==> config.mk <==
export PLATFORM = sky130hd
export DESIGN_NAME = huffman_conf_ctrl
export DESIGN_NICKNAME = d
export VERILOG_FILES = /design/src/rtl/huffman_conf_ctrl.sv
export SDC_FILE = /design/constraint.sdc
export NUM_CORES = 1
export LEC_CHECK = 0
export BUFFER_PORTS_ARGS = -buffer_cell sky130_fd_sc_hd__buf_2
export CORE_MARGIN = 2
export CORE_UTILIZATION = 47
export DETAILED_ROUTE_END_ITERATION = 10
export HOLD_SLACK_MARGIN = 0.1
export PLACE_DENSITY = 0.75
export REMOVE_ABC_BUFFERS = 1
export SLEW_MARGIN = 40
export SYNTH_ARGS = -nofsm -noshare
export SYNTH_HDL_FRONTEND = slang
export SYNTH_SLANG_ARGS = --single-unit
==> constraint.sdc <==
create_clock -name clk -period 1.55 [get_ports clk]
set_clock_uncertainty 0.1 [all_clocks]
set_input_delay 0.0775 -clock clk [delete_from_list [all_inputs] [get_ports clk]]
set_output_delay 0.0775 -clock clk [all_outputs]
set_load 0.005 [all_outputs]
==> src/rtl/huffman_conf_ctrl.sv <==
// Configuration sequencer for a bank of Huffman single-code detector slots.
// It accepts a codebook as a valid/ready stream of (symbol, code) entries.
// It clears the bank, then writes one entry per slot through one-hot enables.
// On abort it clears the partial table again so that no stale codes can match.
//
// Ports:
//   clk, rst_n  - rising-edge clock, asynchronous active-low reset
//   start       - pulse that begins a load; n_entries is sampled with it
//   n_entries   - number of entries to load, valid range 1..N_ENT
//   abort       - abandon the load in progress (CLEAR/LOAD only)
//   s_valid/s_ready/s_data/s_code - codebook entry stream
//   conf_new    - broadcast clear to all slots
//   conf_en     - one-hot slot write enable
//   conf_d/conf_h - symbol/code presented to the slots
//   busy, done, err, loaded_cnt - status to decode control
module huffman_conf_ctrl #(
  parameter int unsigned D_W   = 4,
  parameter int unsigned C_W   = 4,
  parameter int unsigned N_ENT = 16,
  parameter int unsigned IDX_W = 4
) (
  input  logic               clk,
  input  logic               rst_n,
  input  logic               start,
  input  logic [IDX_W:0]     n_entries,
  input  logic               abort,
  input  logic               s_valid,
  output logic               s_ready,
  input  logic [D_W-1:0]     s_data,
  input  logic [C_W-1:0]     s_code,
  output logic               conf_new,
  output logic [N_ENT-1:0]   conf_en,
  output logic [D_W-1:0]     conf_d,
  output logic [C_W-1:0]     conf_h,
  output logic               busy,
  output logic               done,
  output logic               err,
  output logic [IDX_W:0]     loaded_cnt
);

  localparam int unsigned CNT_W = IDX_W + 1;

  typedef enum logic [2:0] {
    S_IDLE  = 3'd0,
    S_CLEAR = 3'd1,
    S_LOAD  = 3'd2,
    S_DONE  = 3'd3,
    S_ABORT = 3'd4
  } state_e;

  state_e             state_q, state_d;
  logic [CNT_W-1:0]   n_q, n_d;
  logic [IDX_W-1:0]   idx_q, idx_d;
  logic [CNT_W-1:0]   cnt_q, cnt_d;
  logic               err_q, err_d;
  logic               conf_new_q, conf_new_d;
  logic [N_ENT-1:0]   conf_en_q, conf_en_d;
  logic [D_W-1:0]     conf_d_q, conf_d_d;
  logic [C_W-1:0]     conf_h_q, conf_h_d;
  logic               done_q, done_d;
  logic               busy_q, busy_d;
  logic               n_ok_c;
  logic               last_c;
  logic               hs_c;

  // Abort has priority over a pending handshake in the same cycle.
  assign s_ready = (state_q == S_LOAD) & ~abort;
  assign hs_c    = s_ready & s_valid;
  assign n_ok_c  = (n_entries != '0) && (n_entries <= CNT_W'(N_ENT));
  assign last_c  = ((CNT_W'(idx_q) + CNT_W'(1)) == n_q);

  // Next-state and registered-output logic.
  always_comb begin
    state_d    = state_q;
    n_d        = n_q;
    idx_d      = idx_q;
    cnt_d      = cnt_q;
    err_d      = err_q;
    conf_new_d = 1'b0;
    conf_en_d  = '0;
    conf_d_d   = conf_d_q;
    conf_h_d   = conf_h_q;
    done_d     = 1'b0;

    case (state_q)
      S_IDLE: begin
        if (start) begin
          if (n_ok_c) begin
            n_d        = n_entries;
            err_d      = 1'b0;
            cnt_d      = '0;
            idx_d      = '0;
            conf_new_d = 1'b1;
            state_d    = S_CLEAR;
          end else begin
            err_d = 1'b1;
          end
        end
      end
      S_CLEAR: begin
        if (abort) begin
          conf_new_d = 1'b1;
          state_d    = S_ABORT;
        end else begin
          idx_d   = '0;
          state_d = S_LOAD;
        end
      end
      S_LOAD: begin
        if (abort) begin
          conf_new_d = 1'b1;
          state_d    = S_ABORT;
        end else if (hs_c) begin
          conf_en_d = N_ENT'(1) << idx_q;
          conf_d_d  = s_data;
          conf_h_d  = s_code;
          idx_d     = idx_q + IDX_W'(1);
          cnt_d     = cnt_q + CNT_W'(1);
          if (last_c) begin
            state_d = S_DONE;
          end
        end
      end
      S_DONE: begin
        done_d  = 1'b1;
        state_d = S_IDLE;
      end
      S_ABORT: begin
        err_d   = 1'b1;
        state_d = S_IDLE;
      end
      default: begin
        state_d = S_IDLE;
      end
    endcase

    busy_d = (state_d != S_IDLE);
  end

  // State and output registers.
  always_ff @(posedge clk or negedge rst_n) begin
    if (!rst_n) begin
      state_q    <= S_IDLE;
      n_q        <= '0;
      idx_q      <= '0;
      cnt_q      <= '0;
      err_q      <= 1'b0;
      conf_new_q <= 1'b0;
      conf_en_q  <= '0;
      conf_d_q   <= '0;
      conf_h_q   <= '0;
      done_q     <= 1'b0;
      busy_q     <= 1'b0;
    end else begin
      state_q    <= state_d;
      n_q        <= n_d;
      idx_q      <= idx_d;
      cnt_q      <= cnt_d;
      err_q      <= err_d;
      conf_new_q <= conf_new_d;
      conf_en_q  <= conf_en_d;
      conf_d_q   <= conf_d_d;
      conf_h_q   <= conf_h_d;
      done_q     <= done_d;
      busy_q     <= busy_d;
    end
  end

  assign conf_new   = conf_new_q;
  assign conf_en    = conf_en_q;
  assign conf_d     = conf_d_q;
  assign conf_h     = conf_h_q;
  assign busy       = busy_q;
  assign done       = done_q;
  assign err        = err_q;
  assign loaded_cnt = cnt_q;

endmodule

* Yosys cells after proc, flatten, opt, wreduce, memory -nomap -nowiden *
Cells that the tools add are included.
Widths: inputs -> output; s select.

word-level totals
  register bits after elaboration = 45

cells by class
  add/subtract/negate cells = 3
  $lt $le $gt $ge = 1
  equal/unequal tests = 10
  shift-type cells = 1
  muxes and demuxes = 29
  bitwise operators = 3
  reductions and logical operators = 13

operator list
  kind                  count
  $mux 16               3
  $mux 4                5
  $mux 5                4
  $mux 3                6
  $shl 1x4->16 const A  1
  $pmux 4 s3            1
  $ne 2x2->1 const B    5
  $pmux 5 s2            1
  $pmux 3 s3            1
  $eq 3x2->1 const B    2
  $mux 1                6
  $reduce_and 3->1      2
  $reduce_and 6->1      1
  $reduce_bool 3->1     2
  $add 4x1->5 const B   1
  $add 5x1->5 const B   1
  $eq 5x5->1            1
  $le 5x5->1 const B    1
  $reduce_and 5->1      1
  $reduce_bool 5->1     1
  $add 4x1->4 const B   1
  $pmux 1 s2            2
  $reduce_bool 2->1     2
  $eq 3x1->1 const B    1
  other kinds (7)       8

* Logic depth before layout (Yosys ltp) *
Gate-level depths: netlist (run 1).

  word-level depth = 7
  mapped depth = 7

* Least setup slack after synthesis (run 1) *
OpenSTA, ideal clock, no wires.

  kind = register to register
  start point = register idx_q[2]
  end point = register busy_q, in the netlist busy
  setup time = 0.073 ns
  arrival time = 1.480 ns
  path slack = -0.103 ns
  cell stages (with the launch flop) = 8
  period minus slack after synthesis = 1.653 ns
  path through = dfrtp_1 > clkbuf_1 > inv_1 > ha_1 > xnor2_1 > nor3_1 > nand4_1 > nand3b_1

on the way
  word-level cells in the longest chain between the ends = 7

ends and longest elaborated chain
  what                    RTL line  source
  from (decl)             53        logic [IDX_W-1:0] idx_q, idx_d;
  from (signal assigned)  157       idx_q <= idx_d;
  $add 4x1->5             70        assign last_c = ((CNT_W'(idx_q) + CNT_W'(1)) == n_q);
  $eq 5x5->1              70
  $mux 3                  119       if (last_c) begin
  $mux 3                  113       end else if (hs_c) begin
  $mux 3                  110       if (abort) begin
  $pmux 3 s3              85        case (state_q)
  $reduce_bool 3->1       137       busy_d = (state_d != S_IDLE);
  named net busy_d        61        logic busy_q, busy_d;
  to (signal assigned)    165       busy_q <= busy_d;
  to (decl)               61

The timed path passes the listed nets, and every way through them passes these cells.
A chain may end at the register's enable or synchronous reset.

* Worst setup path after layout (run 1) *
  start point = register state_q[2]
  end point = register cnt_q[4], in the netlist loaded_cnt[4]

on the way
  word-level cells in the longest chain between the ends = 5
  elaborated cells between the ends (all ways) = 11

ends and longest elaborated chain
  what                               RTL line  source
  from (decl)                        51        state_e state_q, state_d;
  from (signal assigned)             155       state_q <= state_d;
  $eq 3x2->1                         67, 85
  $and 1x1->1                        67        assign s_ready = (state_q == S_LOAD) & ~abort;
  $and 1x1->1                        68        assign hs_c = s_ready & s_valid;
  $ne 2x2->1 (no source line)        --
  $reduce_and 5->1 (no source line)  --
  to (signal assigned)               158       cnt_q <= cnt_d;
  to (decl)                          54        logic [CNT_W-1:0] cnt_q, cnt_d;

Parallel ways exist; a longest one is shown, timed or not.

==> flow_summary.toml, run 1 <==
[global_route]
antenna_found_initial = 0
gr-total-overflow = 0
grt_pass1_wl_mm = 7.42
grt_pass1_vias = 1578
grt_max_degree = 28
grt_util_all_layers_pct = 18.9

[clock_tree]
numCtsBuffers = 5
clock-sinks = 45
cts.path.max_buffers = 2
cts_tree = "yes"
clock_latency_ps = 290
clockRootBuffer = "clkbuf_8"
clkSlewWorstSetupHoldPaths_ps = 80
htree_levels = 2

[final_layout]
nNetsFinal = 306
drive_above_1_share_pct = 42.3
syn_to_final_growth_pct = 45.6
post-route-util_pct = 72.9
fin_cells = 331
diodes = 0

[setup_path]
cp-end-kind = "register"
worstPathRequired_ps = 1670
arrival_ps = 1740
critPathMaxFanout = 6
path_class = "reg2reg"
cp_cell_sequence = "buf_6 > or3_4 > o211ai_1 > mux2i_1"
worstSetupStartpointType = "register"
critPathSlowestCell = "dfrtp_2"
cp_top_family = "flip-flops"
cpPeakStageDelay_ps = 460
cp_num_buf_inv = 1

[route]
vias = 1681
drt_iter0_drc = 61
drtAntennaViolNets = 0
first_pass_iters = 4
viasPerCell = 5.08
drc = 0
drt-total-wl_mm = 4.80
wl_per_cell_um = 14.5

[power_and_ir_drop]
p_leak_nw = 1.61
power.switching_mw = 0.949
ir_worst_vdd_mv = 0.631
internal-power_mw = 2.30
combPwrFrac_pct = 31.6
clockPowerShare_pct = 22.0
power_frac_seq_pct = 46.4
p_sw_share_pct = 29.2
power_density_nw_per_um2 = 1090

[outcome]
failed_checks = "negative setup slack"
status = "complete, but fails checks"

[floorplanning]
io_pins = 52
die-area_um2 = 4900
num_rows = 23
die_h_um = 70.0
core_um2 = 4090
die_w_um = 70.0
start_util_pct = 50.1

[timing]
post-route-min-period_ps = 1610
tightest_slew_ps = 521
grt_setup_unrepaired = "yes"
setup_viol_count_final = 11
slew_headroom_pct = 65.0
max_freq_mhz = 620
setup_ws_ps = -63.8
slew_viol_final = 0
hold_violations = 0
finalCritPeriodShare_pct = 104
whs_ps = 125

[min_path]
hold_path_class = "in2reg"

[placement]
place_inst = 298
dp_slack_ps = -90.3
globalplace.congestion = 0.856
dp_hpwl_mm = 2.98
port_buffers = 51

[synthesis]
yosysSeqAreaShare_pct = 55.0
synth_flop_cell = "dfrtp_1"
synth-async-reset-ratio_pct = 100
synth_adder_area_share_pct = 4.28
synth_simple_gate_area_share_pct = 20.1
synth_xor_area_share_pct = 3.42
synth_warnings = 0
synth-seq-cells = 45
synthCells = 183
syn-cell-area_um2 = 2050
postSynthAreaPerCell_um2 = 11.2
synth_top_family_by_area = "simple AND/OR/NAND/NOR gates"
synthMuxAreaShare_pct = 5.32
synthDistinctLibCells = 40
synth_edf_count = 0
synth_compound_area_share_pct = 8.74

[flow_run]
drv_cap = 0
-- logic make-up after synthesis --
logic type	after synthesis
buf+inv	12
mux	10
flops	45
simple gates	76
compound gates	25
fa+ha+maj	7
xor+xnor	8
-- layer usage --
metal	vias to the layer above	track usage (%)	share of wire [%]
li1	831	-	-
met1	806	24.6	43
met2	37	32.1	52
met3	7	4.62	4.2
met4	0	3.85	1.2
met5	-	0	0
-- final timing paths --
| kind | start | to | slack, ps | depth (start not counted) |
|---|---|---|---|---|
| worst max-delay path | state_q[2] | loaded_cnt[4] | -60 | 4 |
| worst min-delay path | s_valid | idx_q[2] | 120 | 3 |
| worst max register to register | state_q[2] | loaded_cnt[4] | -60 | 4 |
| worst min register to register | conf_h[3] | conf_h[3] | 380 | 2 |
| max in group asynchronous | rst_n | state_q[1] | 680 | 3 |
| min in group asynchronous | rst_n | idx_q[1] | 170 | 2 |
-- registers in the layout (all words and copies together) (netlist names) --
register / cells
err: 1
n_q: 5
conf_new: 1
state_q: 3
conf_d: 4
idx_q: 4
done: 1
conf_en: 16
loaded_cnt: 5
conf_h: 4
busy: 1
-- synthesized netlist by cell type, drive strengths merged, types with 2 or more instances --
cell type  number  area [um^2]
dfrtp          45         1130
nand2          32          120
and3           16          100
ha              7         87.6
mux2            7         78.8
o21ai           7         35.0
xnor2           6         52.6
and2            5         31.3
buf             5         37.5
nor2            5         18.8
clkbuf          4         15.0
nand3           4         25.0
nor3            4         31.3
inv             3         11.3
mux2i           3         30.0
nand2b          3         18.8
o21bai          3         22.5
a21oi           2         10.0
a32o            2         20.0
o211a           2         20.0
o31ai           2         15.0
or3             2         17.5
xor2            2         17.5
-- timing repair --
action                                  CTS  global route
gates resized for setup                  13            29
endpoints found under the setup margin   22            42
gates cloned                              0             1
setup buffers                             5             4
pin swaps                                 4            15
endpoints found under the hold margin    60             2
hold buffers                             16             1
-- tightest hold or removal path, cell delays in order --
cell     delay, ps
buf_2          130
nand3_1        170
o22ai_1        100
-- power groups by stage --
stage	clock [mW]	combinational, mW	sequential (mW)
floorplan	0	0.360	1.53
global placement	0	0.725	1.50
detailed placement	0	0.746	1.50
CTS	0.743	0.856	1.49
global route	0.787	1.12	1.53
finish	0.714	1.03	1.51
-- placed cells by master, fill, tap and decap left out, types with 3 or more instances in the layout --
| cell type | synthesis | layout |
|---|---|---|
| and2_1 | 5 | 3 |
| and3_1 | 16 | 16 |
| buf_2 | 3 | 51 |
| buf_4 | 0 | 21 |
| buf_6 | 2 | 9 |
| clkbuf_8 | 0 | 6 |
| dfrtp_1 | 45 | 42 |
| dfrtp_2 | 0 | 3 |
| dlygate4sd3_1 | 0 | 17 |
| ha_1 | 7 | 4 |
| mux2_2 | 3 | 3 |
| mux2_4 | 0 | 4 |
| mux2i_1 | 3 | 3 |
| nand2_1 | 32 | 32 |
| nand3_1 | 3 | 3 |
| nor2_1 | 5 | 5 |
| o21ai_0 | 7 | 3 |
| o21ai_1 | 0 | 3 |
| o21bai_1 | 3 | 3 |
| xnor2_1 | 6 | 4 |
-- through the flow --
step | instance area, um^2 | TNS [ps] | total power, mW
4_1_cts | 2830 | -174 | 3.08
5_1_grt | 2980 | -1840 | 3.44
3_5_place_dp | 2500 | -1060 | 2.25
3_3_place_gp | 2500 | -405 | 2.23
2_1_floorplan | 1990 | -5200 | 1.89
6_report | 2980 | -359 | 3.25
-- cell type report --
class | instances | area [um^2]
well taps | 50 | 62.6
repair buffers | 99 | 704
clock buffers | 7 | 86.3
multi-input cells | 127 | 986
flip-flops and latches | 45 | 1130
fillers | 283 | 1110
inverters | 3 | 11.3
Note: power is estimated with default switching activity, not from simulation.
==> run 2: changes to the inputs <==
--- a/config.mk
+++ b/config.mk
@@ -7,10 +7,10 @@
 export LEC_CHECK = 0
 export BUFFER_PORTS_ARGS = -buffer_cell sky130_fd_sc_hd__buf_2
 export CORE_MARGIN = 2
-export CORE_UTILIZATION = 47
+export CORE_UTILIZATION = 52
 export DETAILED_ROUTE_END_ITERATION = 10
 export HOLD_SLACK_MARGIN = 0.1
-export PLACE_DENSITY = 0.75
+export PLACE_DENSITY = 0.78
 export REMOVE_ABC_BUFFERS = 1
 export SLEW_MARGIN = 40
 export SYNTH_ARGS = -nofsm -noshare
==> constraint.sdc (replaced) <==
create_clock -name clk -period 1.6 [get_ports clk]
set_clock_uncertainty 0.1 [all_clocks]
set_input_delay 0.08 -clock clk [delete_from_list [all_inputs] [get_ports clk]]
set_output_delay 0.08 -clock clk [all_outputs]
set_load 0.005 [all_outputs]
==> run 2 against run 1 <==
Effect of this change: the flow still finishes with violations (negative setup slack); maximum frequency shrank 2.0%; power is 2.0% lower; wire length grew 2.3%; sequential power shrank 3%; final cell count shrank 3.3%; setup slack improved by 17 ps; critical path depth up 3; sequential share of layout area grew 1.6 points; critical endpoint is now busy; highest routed layer unchanged.
==> flow_summary.toml, run 2 (synthesized netlist as in run 1, its figures left out) <==
[final_layout]
largest_register_ffs = 16
drive_above_1_share_pct = 37.5
diodes = 0
final_cell_mix = "buf_2 (49), dfrtp_1 (44), nand2_1 (32)"
fin_area_um2 = 2860
nNetsFinal = 296
syn_to_final_growth_pct = 39.5
final_common_cell = "buf_2"

[placement]
place_area_um2 = 2440
globalplace.congestion = 0.832
dp_hpwl_mm = 2.97
port_buffers = 51

[power_and_ir_drop]
ir_worst_vdd_mv = 1.04
p_leak_nw = 1.54
fin_total_pwr_mw = 3.18
power_density_nw_per_um2 = 1110

[setup_path]
critPathMaxFanout = 3
cp-end-kind = "register"
reg2reg_slack_ps = -50
arrival_ps = 1780
worstSetupStartpointType = "register"
path_class = "reg2reg"
worstPathRequired_ps = 1730

[route]
viasPerCell = 5.43
first_pass_iters = 4
drtAntennaViolNets = 0
vias = 1736
drt-total-wl_mm = 4.91
drc = 0
drt_iter0_drc = 108
wl_per_cell_um = 15.3

[outcome]
status = "complete, but fails checks"
failed_checks = "negative setup slack"

[global_route]
grt_max_degree = 28
gr-total-overflow = 0
antenna_found_initial = 0
grt_util_all_layers_pct = 23.3
grt_pass1_wl_mm = 7.52
grt_pass1_vias = 1692

[clock_tree]
clkSlewWorstSetupHoldPaths_ps = 80
htree_levels = 2
clockRootBuffer = "clkbuf_8"
clock_latency_ps = 300
numCtsBuffers = 5
cts.path.max_buffers = 2
clock-sinks = 45
cts_tree = "yes"

[timing]
post-route-min-period_ps = 1650
hold_violations = 0
slew_headroom_pct = 64.2
finalCritPeriodShare_pct = 103
grt_setup_unrepaired = "yes"
setup_ws_ps = -46.8
whs_ps = 147
max_freq_mhz = 607
slew_viol_final = 0
setup_viol_count_final = 11
tightest_slew_ps = 533

[min_path]
hold_path_class = "in2reg"

[floorplanning]
io_pins = 52
die_w_um = 66.7
die_h_um = 66.7
start_util_pct = 55.1
die-area_um2 = 4450
num_rows = 22
core_um2 = 3720

[flow_run]
drv_cap = 0
==> run 2: cell count changes in the layout (fill, tap and decap cells not counted), moves of 2 or more <==
| cell | previous run | this run |
|---|---|---|
| buf_2 | 51 | 49 |
| dfrtp_1 | 42 | 44 |
| mux2_4 | 4 | 0 |
| mux2_1 | 0 | 4 |
| buf_6 | 9 | 2 |
| dfrtp_2 | 3 | 1 |
==> run 2: stage by stage <==
stage / setup slack (ps) / cells / util (%) / setup TNS [ps]
4_1_cts: 2.04 / 317 / 75.2 / 0
6_report: -46.8 / 320 / 76.9 / -276
5_1_grt: -109 / 320 / 76.9 / -1240
2_1_floorplan: -317 / 174 / - / -3720
3_5_place_dp: -115 / 289 / 65.7 / -459
3_3_place_gp: -100 / 289 / 65.7 / -312
==> run 2: where the power goes <==
| part | switching, mW | total [mW] | leakage [nW] | internal, mW |
|---|---|---|---|---|
| sequential | 0.134 | 1.46 | 0.599 | 1.32 |
| combinational | 0.401 | 0.841 | 0.886 | 0.440 |
| clock | 0.380 | 0.888 | 0.0574 | 0.507 |
| total | 0.915 | 3.18 | 1.54 | 2.27 |
==> run 2: layout make-up <==
cell class / instances / area (um^2)
tap: 48 / 60.1
clock buffer: 6 / 82.6
clock inverter: 2 / 37.5
inverter: 3 / 11.3
timing repair buffer: 89 / 606
multi-input combinational: 127 / 932
sequential: 45 / 1130
fill: 245 / 860
==> run 2: layer usage <==
metal  vias to the layer above  global-route usage [%]  part of all wire [%]  routed length, um
li1                        804                       -                     -                  -
met1                       864                    26.6                    40               1980
met3                        13                    7.60                   5.3                262
met5                         -                       0                     0                  0
met4                         0                    12.0                   2.9                142
met2                        55                    38.8                    51               2530
==> run 2: path summary, 6_finish.rpt <==
kind	from	end	cells past startpoint
max in group asynchronous	rst_n	conf_en[3]	3
min	s_valid	idx_q[0]	4
min reg2reg	conf_d[1]	conf_d[1]	2
max reg2reg	idx_q[0]	busy	7
min in group asynchronous	rst_n	conf_en[0]	2
max	idx_q[0]	busy	7
==> run 2: critical path, stage by stage, from the launching register on <==
cell      delay (ps)
dfrtp_1          420
ha_2             220
buf_4            130
buf_4            120
nand3_1          110
xor2_1           180
nand4_1          170
nand3b_1         120
==> run 2: what timing repair did <==
item	in CTS	in global routing
gates cloned	1	0
pin swaps	4	4
endpoints found under the hold margin	62	0
buffers inserted	3	3
gates resized for setup	8	14
hold buffers	16	0
endpoints found under the setup margin	13	37
